### src/rtl/step_motor_ctrl.sv
// N-phase stepper sequencer: full/half-step beat generation with
// programmable step period and counted moves.
module step_motor_ctrl #(
    parameter int PHASES = 3,
    parameter int DIV_W  = 16,
    parameter int CNT_W  = 16,
    localparam int IDX_W = $clog2(2 * PHASES)
) (
    input  logic              CP,
    input  logic              CR,
    input  logic              en,
    input  logic              dir,
    input  logic [1:0]        mode,
    input  logic [DIV_W-1:0]  div,
    input  logic              start,
    input  logic              abort,
    input  logic [CNT_W-1:0]  steps,
    output logic [PHASES-1:0] phase,
    output logic [IDX_W-1:0]  idx,
    output logic              step_pulse,
    output logic              busy,
    output logic              done
);

    localparam logic [IDX_W:0] BEATS = (IDX_W + 1)'(2 * PHASES);

    logic [DIV_W-1:0] presc;
    logic [CNT_W-1:0] remaining;
    logic             tick;
    logic             start_ok;
    logic             last;
    logic [IDX_W:0]   delta;
    logic [IDX_W:0]   sum;
    logic [IDX_W-1:0] idx_next;

    // Even beats energise one coil, odd beats the two neighbours.
    function automatic logic [PHASES-1:0] beat(input logic [IDX_W-1:0] k);
        int lo;
        int hi;
        logic [PHASES-1:0] t;
        lo = int'(k >> 1);
        hi = (lo + 1 == PHASES) ? 0 : lo + 1;
        t  = '0;
        for (int j = 0; j < PHASES; j++)
            t[j] = (j == lo) || (k[0] && (j == hi));
        return t;
    endfunction

    assign tick     = busy && en && !abort && (presc == div);
    assign start_ok = start && !busy && !abort;
    assign last     = tick && (remaining == CNT_W'(1));

    always_comb begin
        delta = (IDX_W + 1)'(1);
        unique case (mode)
            2'd0:    delta = idx[0] ? (IDX_W + 1)'(1) : (IDX_W + 1)'(2);
            2'd1:    delta = idx[0] ? (IDX_W + 1)'(2) : (IDX_W + 1)'(1);
            2'd2:    delta = (IDX_W + 1)'(1);
            default: delta = '0;
        endcase
        if (dir) begin
            sum = {1'b0, idx} + delta;
            if (sum >= BEATS)
                sum = sum - BEATS;
        end else if ({1'b0, idx} < delta) begin
            sum = {1'b0, idx} + BEATS - delta;
        end else begin
            sum = {1'b0, idx} - delta;
        end
        idx_next = tick ? sum[IDX_W-1:0] : idx;
    end

    always_ff @(posedge CP or posedge CR) begin
        if (CR) begin
            idx        <= '0;
            phase      <= '0;
            busy       <= 1'b0;
            done       <= 1'b0;
            step_pulse <= 1'b0;
            remaining  <= '0;
            presc      <= '0;
        end else begin
            idx        <= idx_next;
            phase      <= en ? beat(idx_next) : '0;
            step_pulse <= tick;
            done       <= last || (start_ok && (steps == '0));
            if (abort || !busy)
                presc <= '0;
            else if (en)
                presc <= tick ? '0 : presc + DIV_W'(1);
            if (abort) begin
                remaining <= '0;
                busy      <= 1'b0;
            end else if (start_ok) begin
                remaining <= steps;
                busy      <= (steps != '0);
            end else if (tick) begin
                remaining <= remaining - CNT_W'(1);
                if (last)
                    busy <= 1'b0;
            end
        end
    end

endmodule

### config.mk
export PLATFORM = sky130hd
export DESIGN_NAME = step_motor_ctrl
export DESIGN_NICKNAME = d
export VERILOG_FILES = /design/src/rtl/step_motor_ctrl.sv
export SDC_FILE = /design/constraint.sdc
export NUM_CORES = 1
export LEC_CHECK = 0
export ABC_AREA = 1
export BUFFER_PORTS_ARGS = -buffer_cell sky130_fd_sc_hd__buf_4
export CAP_MARGIN = 0
export CORE_UTILIZATION = 45
export DETAILED_ROUTE_END_ITERATION = 10
export MAX_ROUTING_LAYER = met4
export PLACE_DENSITY_LB_ADDON = 0.08
export SLEW_MARGIN = 20
export SYNTH_ARGS = -nofsm -noshare
export SYNTH_HDL_FRONTEND = slang
export SYNTH_SLANG_ARGS = --single-unit
### constraint.sdc
create_clock -name CP -period 2.7 [get_ports CP]
set_input_delay 0.27 -clock CP [delete_from_list [all_inputs] [get_ports CP]]
set_output_delay 0.27 -clock CP [all_outputs]
set_load 0.005 [all_outputs]
==> out/results.txt, run 1 <==
The via count of the first global-routing pass was 3226; the headroom to the max-slew limit was 0.621. The run gives 0 as the number of hold-slack violations in the final timing report. Detailed placement ended at an HPWL of 6660 um. Counting flops with a built-in enable in the synthesized netlist gives 0. The first global-routing pass estimated 14100 um of wire.

The number of top-level design ports was 49. The maximum number of pins on one net before global-route repair was 42; the setup fix buffers added after clock tree synthesis was 0. Area fraction in and, or, nand and nor cells after synthesis: 0.371. The actual transition at the worst max-transition pin was 0.567 ns; the required arrival time at the worst endpoint was 2.89 ns. The number of buffer cells added on primary ports is 48. The static leakage was 1.98 nW. The number of antenna violations at the first check in global routing is 0. The largest family of logic cells by synthesized area is simple AND/OR/NAND/NOR gates.

For the finished layout, the period the worst path requires is 2.30 ns. The post-synthesis area per instance was 6.62 um^2. The die covers 0.00784 mm^2.

The post-synthesis mux area share is 0.00297, and the largest driver fanout on the critical path is 4. The final number of max-transition violations came out at 0. The worst hold path belongs to the class in -> async. The number of storage elements in the synthesis netlist is 41, and the post-synth net total is 558. The region available for standard cell placement spans 0.00725 mm^2. The clock arrives with 0.00502 ns of skew. The H-tree level count is 2, and the clock edge transition at the registers on the reported setup and hold paths is 0.09 ns. For the warning count from the yosys run, the log shows 0. Leaving out fill and tap cells, the most frequent cells in the layout are 160 x nand2_1, 72 x inv_1, 50 x buf_4, 48 x nor2_1, 41 x dfrtp_1.

At the end of routability-driven placement, the weighted congestion stood at 0.917. Setup repair after global routing left no endpoint under its margin. The detail route stage leaves a number of antenna-violating nets equal to 0. The clock insertion delay at the later pin of the skew report is 0.30 ns, and the antenna diode count is 0. The number of instances in the synthesized netlist is 509. For this design, the CTS-stage hold fixing added 0 buffers. The clock drives 41 sinks. The fraction of synthesized cell area in xor and xnor cells came out at 0.0390. Width of the die: 88.5 um. TritonCTS built the clock tree.

In the final layout, flip-flops and latches occupy 0.00103 mm^2. The run gives 0.00337 mm^2 as the synthesized area. Compared with the post-synthesis result, the final layout area differs by 15.4%. Clock root buffer: clkbuf_8. After the first detailed-routing iteration, the DRC count stood at 211.

Setup violations remaining at the end of the flow were counted as 0. Overall fraction of global-route tracks in use: 0.241. Static timing analysis puts the maximum clock frequency at 435 MHz. In this run the vertical extent of the chip is 88.5 um. The flow ran to the end, and the final reports show no timing, DRC or antenna violations. The clock passes through at most 2 buffers. The number of core rows was 31. The arrival time at the worst endpoint is 2.49 ns, and the async set-or-reset flop fraction in the synthesized netlist is 1.00. Counting the fill cells in the layout gives 752.

The distinct cell type count of the synthesized netlist is 42, and the number of search-and-repair iterations in the first detailed-routing pass is 4. Effective utilization at floorplan: 0.465. The worst hold-check slack was 0.108 ns. The logs give 0 for the DRC violation count after routing and 0 ns for the setup TNS after final layout. Area fraction in compound gates after synthesis: 0.130. After global routing the overflow that remains totals 0. Across the run, the number of max-cap violations was 0. The post-synthesis share of cell area spent on full adders, half adders and majority gates came out at 0.0379. Top flip-flop cell by instance count after synthesis: dfrtp_1. In the final routed layout, each cell accounts on average for 13.1 um. Worst supply voltage drop on vdd: 0.000311 V. The fraction of layout cells with a size suffix above 1 works out to 0.182.

The critical path is of the reg -> reg type. Area of combinational cells with multiple inputs: 0.00196 mm^2. The element type at the critical path end was a flop. The worst setup path is launched from a flop. The areal power density over the cells came out at 464 mW/mm^2.

Summed over all layers, the routed wires come to 8620 um. In the routed layout, each cell is associated on average with a via count of 5.06. Most common library cell in the layout ignoring fill and taps: nand2_1. Summing over every cut layer, the via total after detailed routing is 3334. After clock tree synthesis, the repair step resized 0 gates. In the final design database the tool counted 608 nets.

The post-synthesis sequential area ratio was 0.304. The tools report the number of buffers added by the clock tree synthesis step as 5. The post-route clock period utilization was 0.852.
==> layer usage <==
metal / up-vias / GRT usage / wire length [um]
li1: 1727 / - / -
met1: 1537 / 0.287 / 3920
met2: 66 / 0.435 / 4390
met3: 4 / 0.0345 / 270
met4: 0 / 0.0425 / 36
met5: - / - / 0
==> worst paths after layout <==
check | from | end | slack, ns | cells past startpoint
worst min-delay path | CR | presc[7] | 0.11 | 3
max in group asynchronous | CR | presc[0] | 2.20 | 3
worst max-delay path | idx[0] | phase[0] | 0.40 | 16
worst min register to register | remaining[15] | remaining[15] | 0.56 | 2
min in group CP | steps[4] | remaining[4] | 0.27 | 3
worst max register to register | idx[0] | phase[0] | 0.40 | 16
==> cells in the mapped netlist, types with 7 or more instances <==
| cell type | number | area (um^2) |
|---|---|---|
| nor3_1 | 10 | 50.1 |
| inv_2 | 12 | 45.0 |
| nor2_1 | 48 | 180 |
| a21oi_1 | 8 | 40.0 |
| nand4_1 | 8 | 50.1 |
| o21ai_0 | 26 | 130 |
| dfrtp_1 | 41 | 1030 |
| ha_1 | 7 | 87.6 |
| xor2_1 | 13 | 114 |
| o22ai_1 | 11 | 68.8 |
| inv_1 | 72 | 270 |
| nand2_1 | 160 | 601 |
| o22ai_2 | 8 | 100 |
| nand3_1 | 31 | 155 |
==> power breakdown <==
group | internal [W] | leakage, nW | switching (W) | total [W]
clock | 0.000179 | 0.0439 | 0.000247 | 0.000427
combinational | 0.000252 | 1.38 | 0.000402 | 0.000654
sequential | 0.000671 | 0.557 | 0.0000536 | 0.000724
==> cell families after synthesis <==
family	Yosys count
AOI/OAI and AO/OA	66
xor gates and xnor gates	15
adders and majority gates	9
buffers and inverters	92
DFF	41
muxes	1
and+or+nand+nor	285
==> stage by stage <==
step	area, um^2	util	setup slack (ns)	total power (W)	instances
after global placement	3800	0.524	0.389	0.00138	651
after detailed placement	3800	0.524	0.324	0.00139	651
after CTS	3890	0.536	0.387	0.00181	659
after floorplan	3370	-	0.369	0.00121	509
final	3890	0.536	0.399	0.00181	659
after global routing	3890	0.536	0.174	0.00195	659
==> state kept, by name, summed over array words and instances, names as in the netlist <==
name and cells:
done 1, phase 3, step_pulse 1, busy 1
idx 3, presc 16, remaining 16
==> critical path: stages, from the launching register on <==
cell,delay [ns]
dfrtp_1,0.42
nand2_1,0.13
nand2_1,0.06
a21oi_1,0.16
ha_1,0.19
inv_1,0.06
ha_1,0.20
or2_2,0.28
nand2_1,0.06
nand2_1,0.04
nand3_1,0.05
nand2_1,0.06
nand2_1,0.06
nand3_1,0.09
and2_2,0.20
nor2_1,0.09
nor2_1,0.05
==> layout make-up <==
cell class | instances | share of cell area
repair buffers | 50 | 0.0965
clock buffers | 5 | 0.0177
well taps | 99 | 0.0319
clock inverters | 3 | 0.00450
inverters | 85 | 0.0820
multi-input cells | 376 | 0.504
flip-flops and latches | 41 | 0.264
(Power assumes the default switching activity.)
==> run 2: changes to the inputs <==
Settings changed: MAX_ROUTING_LAYER met4 to not set.
==> run 2 against run 1 <==
Compared with the run above: clock power up 17%; final cell count down 0.15%; setup slack worse by 0.083 ns; design area up 0.45%; die area unchanged; highest routed layer unchanged; hold slack better by 0.0023 ns; maximum frequency down 3.5%; clock-buffer cell count unchanged; register-to-register slack worse by 0.08 ns; via count up 0.51%; power up 4.5%.
==> out/results.txt, run 2 (same netlist as run 1, synthesis figures left out) <==
The run finished with clean final reports. The tools report the final number of max-transition violations as 0. Detailed routing inserted a total of 3351 vias. The logs give 0.110 ns for the worst hold-check slack and 0 for the number of nets with antenna violations after routing. Timing would allow up to 420 MHz. The setup TNS after final layout was 0 ns. In the final layout, the registers with the most flip-flops are presc: 16 flops, remaining: 16 flops.

Fraction of layout cells with a size suffix above 1: 0.181. The tools report the total power as 0.00189 W. The first global-routing pass estimated 14000 um of wire.

The critical path goes through nand2_1 -> nand2_1 -> a21oi_1 -> ha_1 -> inv_1 -> ha_1 -> or2_2 -> nand2_1 -> nand2_1 -> nand3_1 -> nand2_1 -> nand2_1 -> nand3_1 -> and2_2 -> nor2_1 -> nor2_1. The detailed-placement wirelength estimate came out at 6690 um. The via count of the first global-routing pass was 3068; the number of search-and-repair iterations in the first detailed-routing pass was 4. At the worst endpoint, the required time is 2.90 ns. On the final layout, the worst clock skew is 0.00987 ns.

The path class of the tightest hold or removal check is in -> async. The floorplan has 31 rows. The max-capacitance violation count is 0. Clock-pin slew was measured on the worst setup and hold paths at 0.09 ns. The signed area change from the synthesized netlist to the final layout is 15.9%. The width of the die came out at 88.5 um.

The maximum number of pins on one net before global-route repair came out at 42. The actual transition at the worst max-transition pin came out at 0.599 ns. The kind of cell with the highest combined delay along the critical path is simple AND/OR/NAND/NOR gates. Headroom to the max-slew limit: 0.600.

The count of buffer and inverter cells on the critical path is 1, and the number of nets in the layout is 608. The DRC violation count after routing is 0. Post-CTS timing repair inserted 0 buffers for setup.

The number of antenna violations at the first check in global routing came out at 0. The total global routing overflow was 0; the number of buffer cells added on primary ports was 48. The slowest stage cell on the critical path was dfrtp_1. Number of DRC markers after the initial detailed-route iteration: 258.

The number of sinks on the clock net came out at 41. TritonCTS built the clock tree. In the layout the commonest cells are 160 x nand2_1, 72 x inv_1, 50 x buf_4, 48 x nor2_1, 41 x dfrtp_1. The logs give 0.235 for the overall fraction of global-route tracks in use and 0 for the count of hold buffers inserted by post-cts repair. Post-CTS repair changed the size of 0 cells. Setup repair after global routing left no endpoint under its margin. The worst setup path is captured at a flop. The shortest clock period the worst path allows after layout is 2.38 ns.

Cell occurring most often along the worst timing path: nand2_1. The setup path with the least slack is of type reg -> reg. The number of buffers added by the clock tree synthesis step came out at 5.

The post-layout instance count excluding filler cells came out at 658. The routed design has 8740 um of wire. STA classifies the critical path startpoint as a flop. The post-route clock period utilization was 0.883.

0 antenna diodes ended up in the layout. The clock tree synthesis step divided the H-tree into 2 levels. Using the TritonRoute via totals, the vias-per-cell ratio works out to 5.09. Setup violations remaining at the end of the flow were counted as 0. The number of placed instances, taps included, is 651. The number of buffers between clock root and the deepest sink is 2, and the static leakage is 1.99 nW. For this run, the slowest stage of the critical path takes 0.41 ns.

Areal power density over the cells: 483 mW/mm^2. Leaving out fill and tap cells, the most frequent cell in the layout is nand2_1. For the worst setup path, the data arrival time is 2.58 ns. The worst supply voltage drop on vdd is 0.000263 V, and the largest driver fanout on the critical path is 4. The logs give 0.00725 mm^2 for the area inside the core boundary and 0.30 ns for the clock insertion delay at the later pin of the skew report. 49 I/O pins were placed.

Routability-driven placement finished with a final weighted congestion of 0.888. The number of hold-slack violations in the final timing report is 0. CTS placed an instance of clkbuf_8 at the clock tree root.

Height of the die: 88.5 um. The tools report the floorplan die area as 0.00784 mm^2. The effective utilization at floorplan was 0.465; the average wire length per cell after detail routing was 13.3 um.
==> run 2: final timing paths <==
path | startpoint | end | slack [ns] | cells past startpoint
max reg2reg | idx[0] | phase[0] | 0.32 | 16
min in group CP | steps[4] | remaining[4] | 0.27 | 3
max | idx[0] | phase[0] | 0.32 | 16
min | CR | presc[9] | 0.11 | 3
min reg2reg | remaining[13] | remaining[13] | 0.57 | 2
max in group asynchronous | CR | idx[0] | 2.20 | 3
==> run 2: layout make-up <==
class | instances | area (um^2)
clock buffers | 5 | 68.8
clock inverters | 2 | 35.0
fillers | 759 | 3350
inverters | 85 | 319
multi-input cells | 376 | 1960
flip-flops and latches | 41 | 1030
well taps | 99 | 124
repair buffers | 50 | 375
==> run 2: per-stage QoR <==
stage | instance area, um^2 | utilization | setup slack [ns]
after floorplan | 3370 | - | 0.369
after global placement | 3800 | 0.524 | 0.390
after detailed placement | 3800 | 0.524 | 0.292
after CTS | 3910 | 0.539 | 0.327
after global routing | 3910 | 0.539 | 0.0847
final | 3910 | 0.539 | 0.316
==> run 2: where the power goes <==
group / leakage, nW / internal (W) / switching, W
Clock: 0.0540 / 0.000269 / 0.000232
Sequential: 0.557 / 0.000671 / 0.0000515
Combinational: 1.38 / 0.000252 / 0.000411
==> run 2: tightest hold or removal path, cell delays in order <==
cell and delay (ns):
buf_4 0.10, inv_1 0.04, buf_4 0.47
==> run 2: layer usage <==
layer  up-vias  wire (um)  track usage
li1       1722          -            -
met1      1533       3840        0.291
met2        81       4360        0.412
met3        15        344       0.0364
met4         0        195       0.0850
met5         -          0            0
